`src/rtl/toivoh_test_seconds.sv`:
```
// Seconds counter: a prescaler steps a decimal digit (mod 10) shown on a seven-segment display.
// The prescaler period comes from MAX_COUNT or from ui_in*1024, captured while reset is held.
module toivoh_test_seconds #(
  parameter int unsigned MAX_COUNT = 10_000_000
) (
  input  logic       clk,
  input  logic       rst_n,
  input  logic       ena,
  input  logic [7:0] ui_in,
  input  logic [7:0] uio_in,
  output logic [7:0] uo_out,
  output logic [7:0] uio_out,
  output logic [7:0] uio_oe
);

  // MAX_COUNT = 2^24 truncates to 0, which still yields a 2^24 period via 24-bit wrap.
  localparam logic [23:0] MaxCount24 = 24'(MAX_COUNT);

  logic [23:0] r_cnt;
  logic [3:0]  r_digit;
  logic [23:0] r_compare;

  logic        w_last;
  logic [23:0] w_half;
  logic [6:0]  w_seg;
  logic        w_dp;
  logic        w_unused;

  assign w_unused = ^{ena, uio_in};

  // Period register has no async reset: it is loaded on every edge while reset is held.
  always_ff @(posedge clk) begin
    if (!rst_n) begin
      r_compare <= (ui_in != 8'd0) ? {6'b0, ui_in, 10'b0} : MaxCount24;
    end
  end

  assign w_last = (r_cnt == (r_compare - 24'd1));

  always_ff @(posedge clk or negedge rst_n) begin
    if (!rst_n) begin
      r_cnt   <= 24'd0;
      r_digit <= 4'd0;
    end else if (w_last) begin
      r_cnt   <= 24'd0;
      r_digit <= (r_digit == 4'd9) ? 4'd0 : r_digit + 4'd1;
    end else begin
      r_cnt   <= r_cnt + 24'd1;
    end
  end

  assign w_half = (r_compare == 24'd0) ? 24'h80_0000 : {1'b0, r_compare[23:1]};
  assign w_dp   = (r_cnt < w_half);

  always_comb begin
    w_seg = 7'h00;
    case (r_digit)
      4'd0:    w_seg = 7'h3F;
      4'd1:    w_seg = 7'h06;
      4'd2:    w_seg = 7'h5B;
      4'd3:    w_seg = 7'h4F;
      4'd4:    w_seg = 7'h66;
      4'd5:    w_seg = 7'h6D;
      4'd6:    w_seg = 7'h7D;
      4'd7:    w_seg = 7'h07;
      4'd8:    w_seg = 7'h7F;
      4'd9:    w_seg = 7'h6F;
      default: w_seg = 7'h00;
    endcase
  end

  assign uo_out  = {w_dp, w_seg};
  assign uio_out = {4'b0, r_digit};
  assign uio_oe  = 8'h0F;

endmodule

```
`config.mk`:
```
export PLATFORM = sky130hd
export DESIGN_NAME = toivoh_test_seconds
export DESIGN_NICKNAME = d
export VERILOG_FILES = /design/src/rtl/toivoh_test_seconds.sv
export SDC_FILE = /design/constraint.sdc
export NUM_CORES = 1
export LEC_CHECK = 0
export ABC_AREA = 1
export CORE_ASPECT_RATIO = 1.4
export CORE_MARGIN = 10
export CORE_UTILIZATION = 30
export CTS_BUF_LIST = sky130_fd_sc_hd__clkbuf_8
export DETAILED_ROUTE_END_ITERATION = 10
export PLACE_DENSITY = 0.47
export SLEW_MARGIN = 20
export SYNTH_ARGS = -nofsm -noshare
export SYNTH_HDL_FRONTEND = slang
export SYNTH_SLANG_ARGS = --single-unit
```
`constraint.sdc`:
```
create_clock -name clk -period 2.6 [get_ports clk]
set_input_delay 0.39 -clock clk [delete_from_list [all_inputs] [get_ports clk]]
set_output_delay 0.39 -clock clk [all_outputs]
set_load 0.005 [all_outputs]
```
# After elaboration in Yosys (flattened, before gate mapping)
# Memories as Yosys holds them, arrays and structs flattened.
# Cells that the tools add are included.
# Widths: inputs -> output; s select.
[word_totals]
ff_bits = 52
latch_bits = 0
ramBits = 0
rom_bits = 112
in_bits = 19
output_inout_bits = 24
wordCells = 17
memories = 1
[mem_list]
columns = ["name", "words", "word_bits", "read_ports", "rd_clocked_by_memory_dff", "wr", "line", "source"]
rows = [
  ["(no name shown)", 16, 7, 1, 0, 0, "57", "case (r_digit)"],
]
[classes]
add_sub_neg = 3
multipliers = 0
div_mod_pow = 0
magnitude_cmp = 1
n_eq_ne = 2
shifts = 0
muxes = 4
bitwise = 0
n_reduce_logical = 2
[ops]
columns = ["op", "count"]
rows = [
  ["$mux 24", 3],
  ["$add 24x1->24 const B", 1],
  ["$eq 24x24->1", 1],
  ["$logic_not 24->1", 1],
  ["$lt 24x24->1", 1],
  ["$sub 24x1->24 const B", 1],
  ["$reduce_bool 8->1", 1],
  ["$add 4x1->4 const B", 1],
  ["$eq 4x4->1 const B", 1],
  ["$mux 4", 1],
]

# Depth between registers and ports, before layout
# Gate-level depths: netlist of the first run.
[depth]
word_depth = 3
depth_mapped = 16
ltp_nobuf = 15

# Worst setup path after synthesis of the first run
# No wires, ideal clock.
[synth_path]
kind = "reg2out"
from = "register r_compare[12]"
to = "output port uo_out[7]"
t_arrival_ns = 1.754
required_time_ns = 2.210
path_slack_ns = 0.456
stages_incl_launch_ff = 11
n_path_buf = 1
cell_sequence = "edfxtp_1 > nor2_2 > nand2_2 > nor2_4 > nand2_4 > ha_1 > nand2_1 > a31oi_1 > a211o_1 > a21oi_1 > buf_4"
[synth_via]
elab_chain_len = 3
[synth_rtl]
columns = ["element", "line", "source"]
rows = [
  ["start: declaration", "21", "logic [23:0] r_compare;"],
  ["start signal: assignment", "34", "r_compare <= (ui_in != 8'd0) ? {6'b0, ui_in, 10'b0} : MaxCount24;"],
  ["$logic_not 24->1", "52", "assign w_half = (r_compare == 24'd0) ? 24'h80_0000 : {1'b0, r_compare[23:1]};"],
  ["$mux 24 (*)", "52", ""],
  ["$lt 24x24->1 (*)", "53", "assign w_dp = (r_cnt < w_half);"],
  ["end: declaration", "11", "output logic [7:0] uo_out,"],
]
# Mark *: on every way between the ends. The rest lies on a longest branch, timed or not.

# Worst setup path in the final report of the first run
[layout_path]
from = "register r_compare[10]"
to = "output port uo_out[7]"
# The elaborated chain is that of the path after synthesis.

==> impl_metrics.json, run 1 <==
{
  "cp.arrival_ns": 2.04,
  "synth_top_family_by_area": "simple AND/OR/NAND/NOR gates",
  "hold_buffers": 0,
  "layoutNonFillerInstCount": 643,
  "switching_power_uw": 350,
  "ys_seq_area_frac": 0.301,
  "period_needed_ns": 2.43,
  "netlist_area_mm2": 0.00322,
  "cp.required_ns": 2.21,
  "drt-initial-drc-count": 114,
  "ios": 43,
  "synth_edf_count": 9,
  "ir_drop_mv": 0.197,
  "cts_htree_levels": 2,
  "ys_ff_latch": 37,
  "synthXorXnorAreaFrac": 0.0625,
  "p_seq_frac": 0.481,
  "report.final.hold_viol_count": 0,
  "clk_pin_slew_ns": 0.08,
  "skew_ns": 0.00603,
  "cts_tree": "built",
  "synthSimpleGateAreaFrac": 0.379,
  "synth_most_common_cell": "nand2_1",
  "maxSlewViolCount": 0,
  "vias": 2892,
  "setup_tns_ns": 0,
  "clk_path_buf_depth": 2,
  "dr.pass1.iters": 4,
  "drive_gt1_frac": 0.156,
  "synth.distinct_cells": 38,
  "fp.dieW_um": 108,
  "drc": 0,
  "yosys-top-cells-count": "nand2_1 (108), inv_1 (64), nor2_1 (51)",
  "fillerInstances": 1156,
  "fin_nets": 545,
  "wl_um": 8820,
  "die-area_mm2": 0.0153,
  "track_usage": 0.120,
  "setup_violations": 0,
  "synth_flop_cell": "dfrtp_1",
  "start_util": 0.308,
  "antenna_left": 0,
  "io_buffer_count": 21,
  "synth_top_area_cell": "dfrtp_1",
  "synth_compound_area_frac": 0.0431,
  "wl_per_cell_um": 13.7,
  "min_path_type": "in2async",
  "grt_pass1_wl_um": 14500,
  "grt_setup_unrepaired": "no",
  "outcome": "completed",
  "critPathKind": "reg2out",
  "leakagePower_uw": 0.00188,
  "antenna_found_initial": 0,
  "pwr-share-clk": 0.379,
  "synth_area_per_cell_um2": 7.07,
  "insertion_delay_ns": 0.31,
  "switching_share": 0.274,
  "endpoint_kind": "output pin",
  "cts_inserted_buffers": 5,
  "n_antenna_cell": 0,
  "die_h_um": 143,
  "synthTopCellsByArea": "dfrtp_1 (22%), nand2_1 (13%), ha_1 (8.5%)",
  "max-cap-violations": 0,
  "cts_root_buf": "clkbuf_8",
  "worst_setup_path_start_kind": "register",
  "synth_cells": 456,
  "yosysWarningCount": 0,
  "synth_adder_area_share": 0.0854,
  "core_region_area_mm2": 0.0105,
  "gp_congestion": 0.908,
  "grt_max_degree": 29,
  "power.density_mw_per_mm2": 332,
  "viasPerCell": 4.50,
  "total_power_uw": 1280,
  "fmax_mhz": 412,
  "num_rows": 44,
  "synthArstFlopShare": 0.757,
  "p_int_uw": 927,
  "syn_to_final_growth_pct": 19.5,
  "synthMuxAreaShare": 0,
  "cts.sinks": 37,
  "p_comb_frac": 0.140,
  "synth.top_cell.area_share": 0.217,
  "dpl.cell_count": 631,
  "place_hpwl_um": 7410,
  "grt_pass1_vias": 2980,
  "ff2ff_setup_slack_ns": 0.35,
  "overflow": 0,
  "period_share": 0.934,
  "worstPathMaxFanout": 2
}
[routing by layer]
| metal | global-route usage | up-vias | part of all wire | wire (µm) |
|---|---|---|---|---|
| met5 | 0 | - | 0 | 0 |
| li1 | - | 1517 | - | - |
| met1 | 0.116 | 1316 | 0.38 | 3340 |
| met3 | 0.0203 | 18 | 0.032 | 281 |
| met2 | 0.232 | 41 | 0.55 | 4830 |
| met4 | 0.0649 | 0 | 0.041 | 363 |
[placed cells by master, fill, tap and decap left out, types with 12 or more instances in the layout]
cell             count
nand2_1            108
inv_1               64
nor2_1              50
nand3_1             34
buf_4               31
dfrtp_1             28
ha_1                21
xor2_1              20
clkdlybuf4s50_1     20
nor2_2              18
conb_1              12
[stage by stage]
step	hold WS (ns)	worst slack, ns	area (µm²)	util
global placement	0.472	0.0522	3710	0.354
detailed placement	0.471	0.0431	3710	0.354
global route	0.514	0.0186	3850	0.368
CTS	0.492	0.00612	3820	0.365
floorplan	0.0944	0.456	3260	-
finish	0.486	0.171	3850	0.368
[state kept, by name, summed over array words and instances (netlist names)]
name / cells
r_cnt: 24
r_compare: 9
r_digit: 4
[final timing paths]
path | depth (start not counted) | startpoint | end
min in group clk | 1 | r_cnt[0]$_DFF_PN0_ | r_cnt[0]$_DFF_PN0_
min reg2reg | 1 | r_cnt[0]$_DFF_PN0_ | r_cnt[0]$_DFF_PN0_
max reg2reg | 11 | r_compare[20]$_DFFE_PN_ | r_cnt[13]$_DFF_PN0_
min | 2 | rst_n | r_cnt[3]$_DFF_PN0_
max in group asynchronous | 2 | rst_n | r_cnt[11]$_DFF_PN0_
max | 10 | r_compare[10]$_SDFFCE_PP1N_ | uo_out[7]
[layout make-up]
type / count / area, µm² / share of cell area
clock buffer: 7 / 96.3 / 0.0250
tap: 138 / 173 / 0.0448
multi-input combinational: 341 / 1900 / 0.493
sequential: 37 / 971 / 0.252
inverter: 66 / 248 / 0.0643
clock inverter: 1 / 8.76 / 0.00227
timing repair buffer: 53 / 458 / 0.119
[cell families after synthesis]
family | after synthesis
fa+ha+maj | 22
flops | 37
simple gates | 260
compound gates | 24
other cells | 2
xor+xnor | 23
buf+inv | 88
[power by group through the flow]
| stage | Combinational [µW] | Sequential (µW) | Clock, µW |
|---|---|---|---|
| 3_3_place_gp | 173 | 626 | 0 |
| 5_1_grt | 205 | 616 | 517 |
| 4_1_cts | 175 | 615 | 500 |
| 6_report | 179 | 615 | 484 |
| 2_1_floorplan | 111 | 631 | 0 |
| 3_5_place_dp | 174 | 627 | 0 |
[worst max-delay path, cell delays in order, from the launching register on]
cell and delay, ns:
edfxtp_1 0.43, buf_4 0.16, inv_1 0.05, ha_1 0.23, a21oi_1 0.13, nand3b_1 0.11
o2111ai_1 0.14, nand3_1 0.11, nand2_1 0.08, a21oi_1 0.14, clkbuf_2 0.13
[timing repair]
action,CTS,global route
setup buffers,1,3
pin swaps,3,4
gates resized for setup,3,2
setup endpoints to repair,1,1
No activity file was read; power rests on OpenSTA's default activity.
==> run 2: changes to the inputs <==
--- a/config.mk
+++ b/config.mk
@@ -12,6 +12,7 @@
 export CTS_BUF_LIST = sky130_fd_sc_hd__clkbuf_8
 export DETAILED_ROUTE_END_ITERATION = 10
 export PLACE_DENSITY = 0.47
+export SETUP_SLACK_MARGIN = 0.05
 export SLEW_MARGIN = 20
 export SYNTH_ARGS = -nofsm -noshare
 export SYNTH_HDL_FRONTEND = slang
==> run 2 against run 1 <==
Effect of this change:
- hold slack hardly changed
- sequential power hardly changed
- core utilization is 0.68 points higher
- via count is 2.7% higher
- final cell count is 0.93% higher
- critical path type unchanged
==> impl_metrics.json, run 2 (synthesis gave the netlist of run 1 again) <==
{
  "min_path_type": "reg2reg",
  "antenna_found_initial": 0,
  "outcome": "completed",
  "worst_setup_path_start_kind": "register",
  "maxSlewViolCount": 0,
  "max-cap-violations": 0,
  "hold_buffers": 0,
  "cp.arrival_ns": 2.06,
  "grt_pass1_wl_um": 14600,
  "layout_commonest_cell": "nand2_1",
  "die_h_um": 143,
  "fin_nets": 551,
  "largestRegisters": "r_cnt x24, r_compare x9, r_digit x4",
  "dr.pass1.iters": 4,
  "clk_pin_slew_ns": 0.08,
  "vias": 2969,
  "worstPathMaxFanout": 15,
  "drt-initial-drc-count": 103,
  "register_area_um2": 973,
  "dpl.cell_count": 631,
  "cts_htree_levels": 2,
  "met1Wirelength_um": 3260,
  "num_rows": 44,
  "layoutNonFillerInstCount": 649,
  "syn_to_final_growth_pct": 21.7,
  "fmax_mhz": 408,
  "skew_ns": 0.00670,
  "grt_setup_unrepaired": "yes",
  "final_util": 0.375,
  "place_hpwl_um": 7410,
  "setup_tns_ns": 0,
  "period_needed_ns": 2.45,
  "dr_wl_met3_um": 342,
  "die-area_mm2": 0.0153,
  "fp.dieW_um": 108,
  "grt_max_degree": 29,
  "multiInputGateArea_mm2": 0.00192,
  "mostFrequentLayoutCells": "nand2_1 (107), inv_1 (64), nor2_1 (50)",
  "setup_violations": 0,
  "wl_met2_um": 4980,
  "viasPerCell": 4.57,
  "io_buffer_count": 21,
  "track_usage": 0.121,
  "period_share": 0.942,
  "core_region_area_mm2": 0.0105,
  "wl_per_cell_um": 13.8,
  "ir_drop_mv": 0.209,
  "finalWorstSetupSlack_ns": 0.152,
  "hold_ws_ns": 0.486,
  "wl_um": 8960,
  "max_stage_delay_ns": 0.42,
  "report.final.hold_viol_count": 0,
  "cp_slowest_cell": "edfxtp_1",
  "r2r_cells": 11,
  "cp.required_ns": 2.21,
  "antenna_left": 0,
  "n_antenna_cell": 0,
  "critPathKind": "reg2out",
  "fillerInstances": 1151,
  "cts_inserted_buffers": 5,
  "overflow": 0,
  "drc": 0,
  "drive_gt1_frac": 0.180,
  "hold_path_depth": 1,
  "ios": 43,
  "clk_path_buf_depth": 2,
  "path_cells": "inv_2 -> buf_12 -> ha_1 -> nand2_1 -> o21bai_1 -> a31oi_1 -> a211o_1 -> a21oi_2 -> buf_2",
  "cts_root_buf": "clkbuf_8",
  "grt_pass1_vias": 3013,
  "gp_congestion": 0.908,
  "top_layer": "met4",
  "power.density_mw_per_mm2": 328,
  "largest_reg_flops": 24,
  "insertion_delay_ns": 0.31,
  "cts.sinks": 37,
  "leakagePower_uw": 0.00191,
  "cts_tree": "built",
  "endpoint_kind": "output pin",
  "start_util": 0.308,
  "top_register": "r_cnt",
  "detailedPlace.worstSlack_ns": 0.0431
}
run 2: final timing paths:
path,endpoint,start,slack [ns]
setup / recovery,uo_out[7],r_compare[20]$_DFFE_PN_,0.15
hold / removal,r_cnt[0]$_DFF_PN0_,r_cnt[0]$_DFF_PN0_,0.49
setup reg to reg,r_cnt[13]$_DFF_PN0_,r_compare[20]$_DFFE_PN_,0.33
hold reg to reg,r_cnt[0]$_DFF_PN0_,r_cnt[0]$_DFF_PN0_,0.49
max in group asynchronous,r_digit[0]$_DFFE_PN0N_,rst_n,1.81
min in group asynchronous,r_cnt[3]$_DFF_PN0_,rst_n,0.50
run 2: report_power, final:
group | internal (µW) | leakage (µW) | switching [µW]
Sequential | 607 | 0.000461 | 7.40
Clock | 245 | 0.0000549 | 236
Combinational | 83.7 | 0.00139 | 107
Total | 936 | 0.00191 | 350
run 2: stage by stage:
step	power, µW	area [µm²]
final	1290	3920
after global routing	1350	3920
after CTS	1300	3890
after detailed placement	801	3710
after global placement	798	3710
after floorplan	742	3260
run 2: area by class of cell:
class                   count  area share
flip-flops and latches     37       0.248
clock buffers               7      0.0246
clock inverters             1     0.00223
multi-input cells         341       0.490
well taps                 138      0.0440
repair buffers             59       0.128
inverters                  66      0.0632
run 2: layer usage:
layer / vias to the layer above / global-route usage
li1: 1531 / -
met1: 1361 / 0.116
met2: 60 / 0.234
met3: 17 / 0.0203
met4: 0 / 0.0649
met5: - / 0
run 2: worst max-delay path, delay by kind of cell, from the launching register on:
| family | cells | cell delay, ns |
|---|---|---|
| AO/OA/AOI/OAI | 4 | 0.58 |
| adder cells (fa/ha/maj) | 1 | 0.26 |
| buffers and inverters | 3 | 0.38 |
| flip-flops | 1 | 0.42 |
| AND/OR/NAND/NOR | 1 | 0.11 |
run 2: repair_timing:
item                                    CTS  global route
resized for setup                         6             7
setup buffers                             7             3
gates cloned                              0             0
endpoints found under the setup margin    1             2
pin swaps                                 4             9
==> run 3: changes to the inputs <==
--- a/config.mk
+++ b/config.mk
@@ -12,7 +12,6 @@
 export CTS_BUF_LIST = sky130_fd_sc_hd__clkbuf_8
 export DETAILED_ROUTE_END_ITERATION = 10
 export PLACE_DENSITY = 0.47
-export SETUP_SLACK_MARGIN = 0.05
 export SLEW_MARGIN = 20
 export SYNTH_ARGS = -nofsm -noshare
 export SYNTH_HDL_FRONTEND = slang
==> results of run 3 <==
No change in the layout: final DEF, timing and power equal those of run 1.
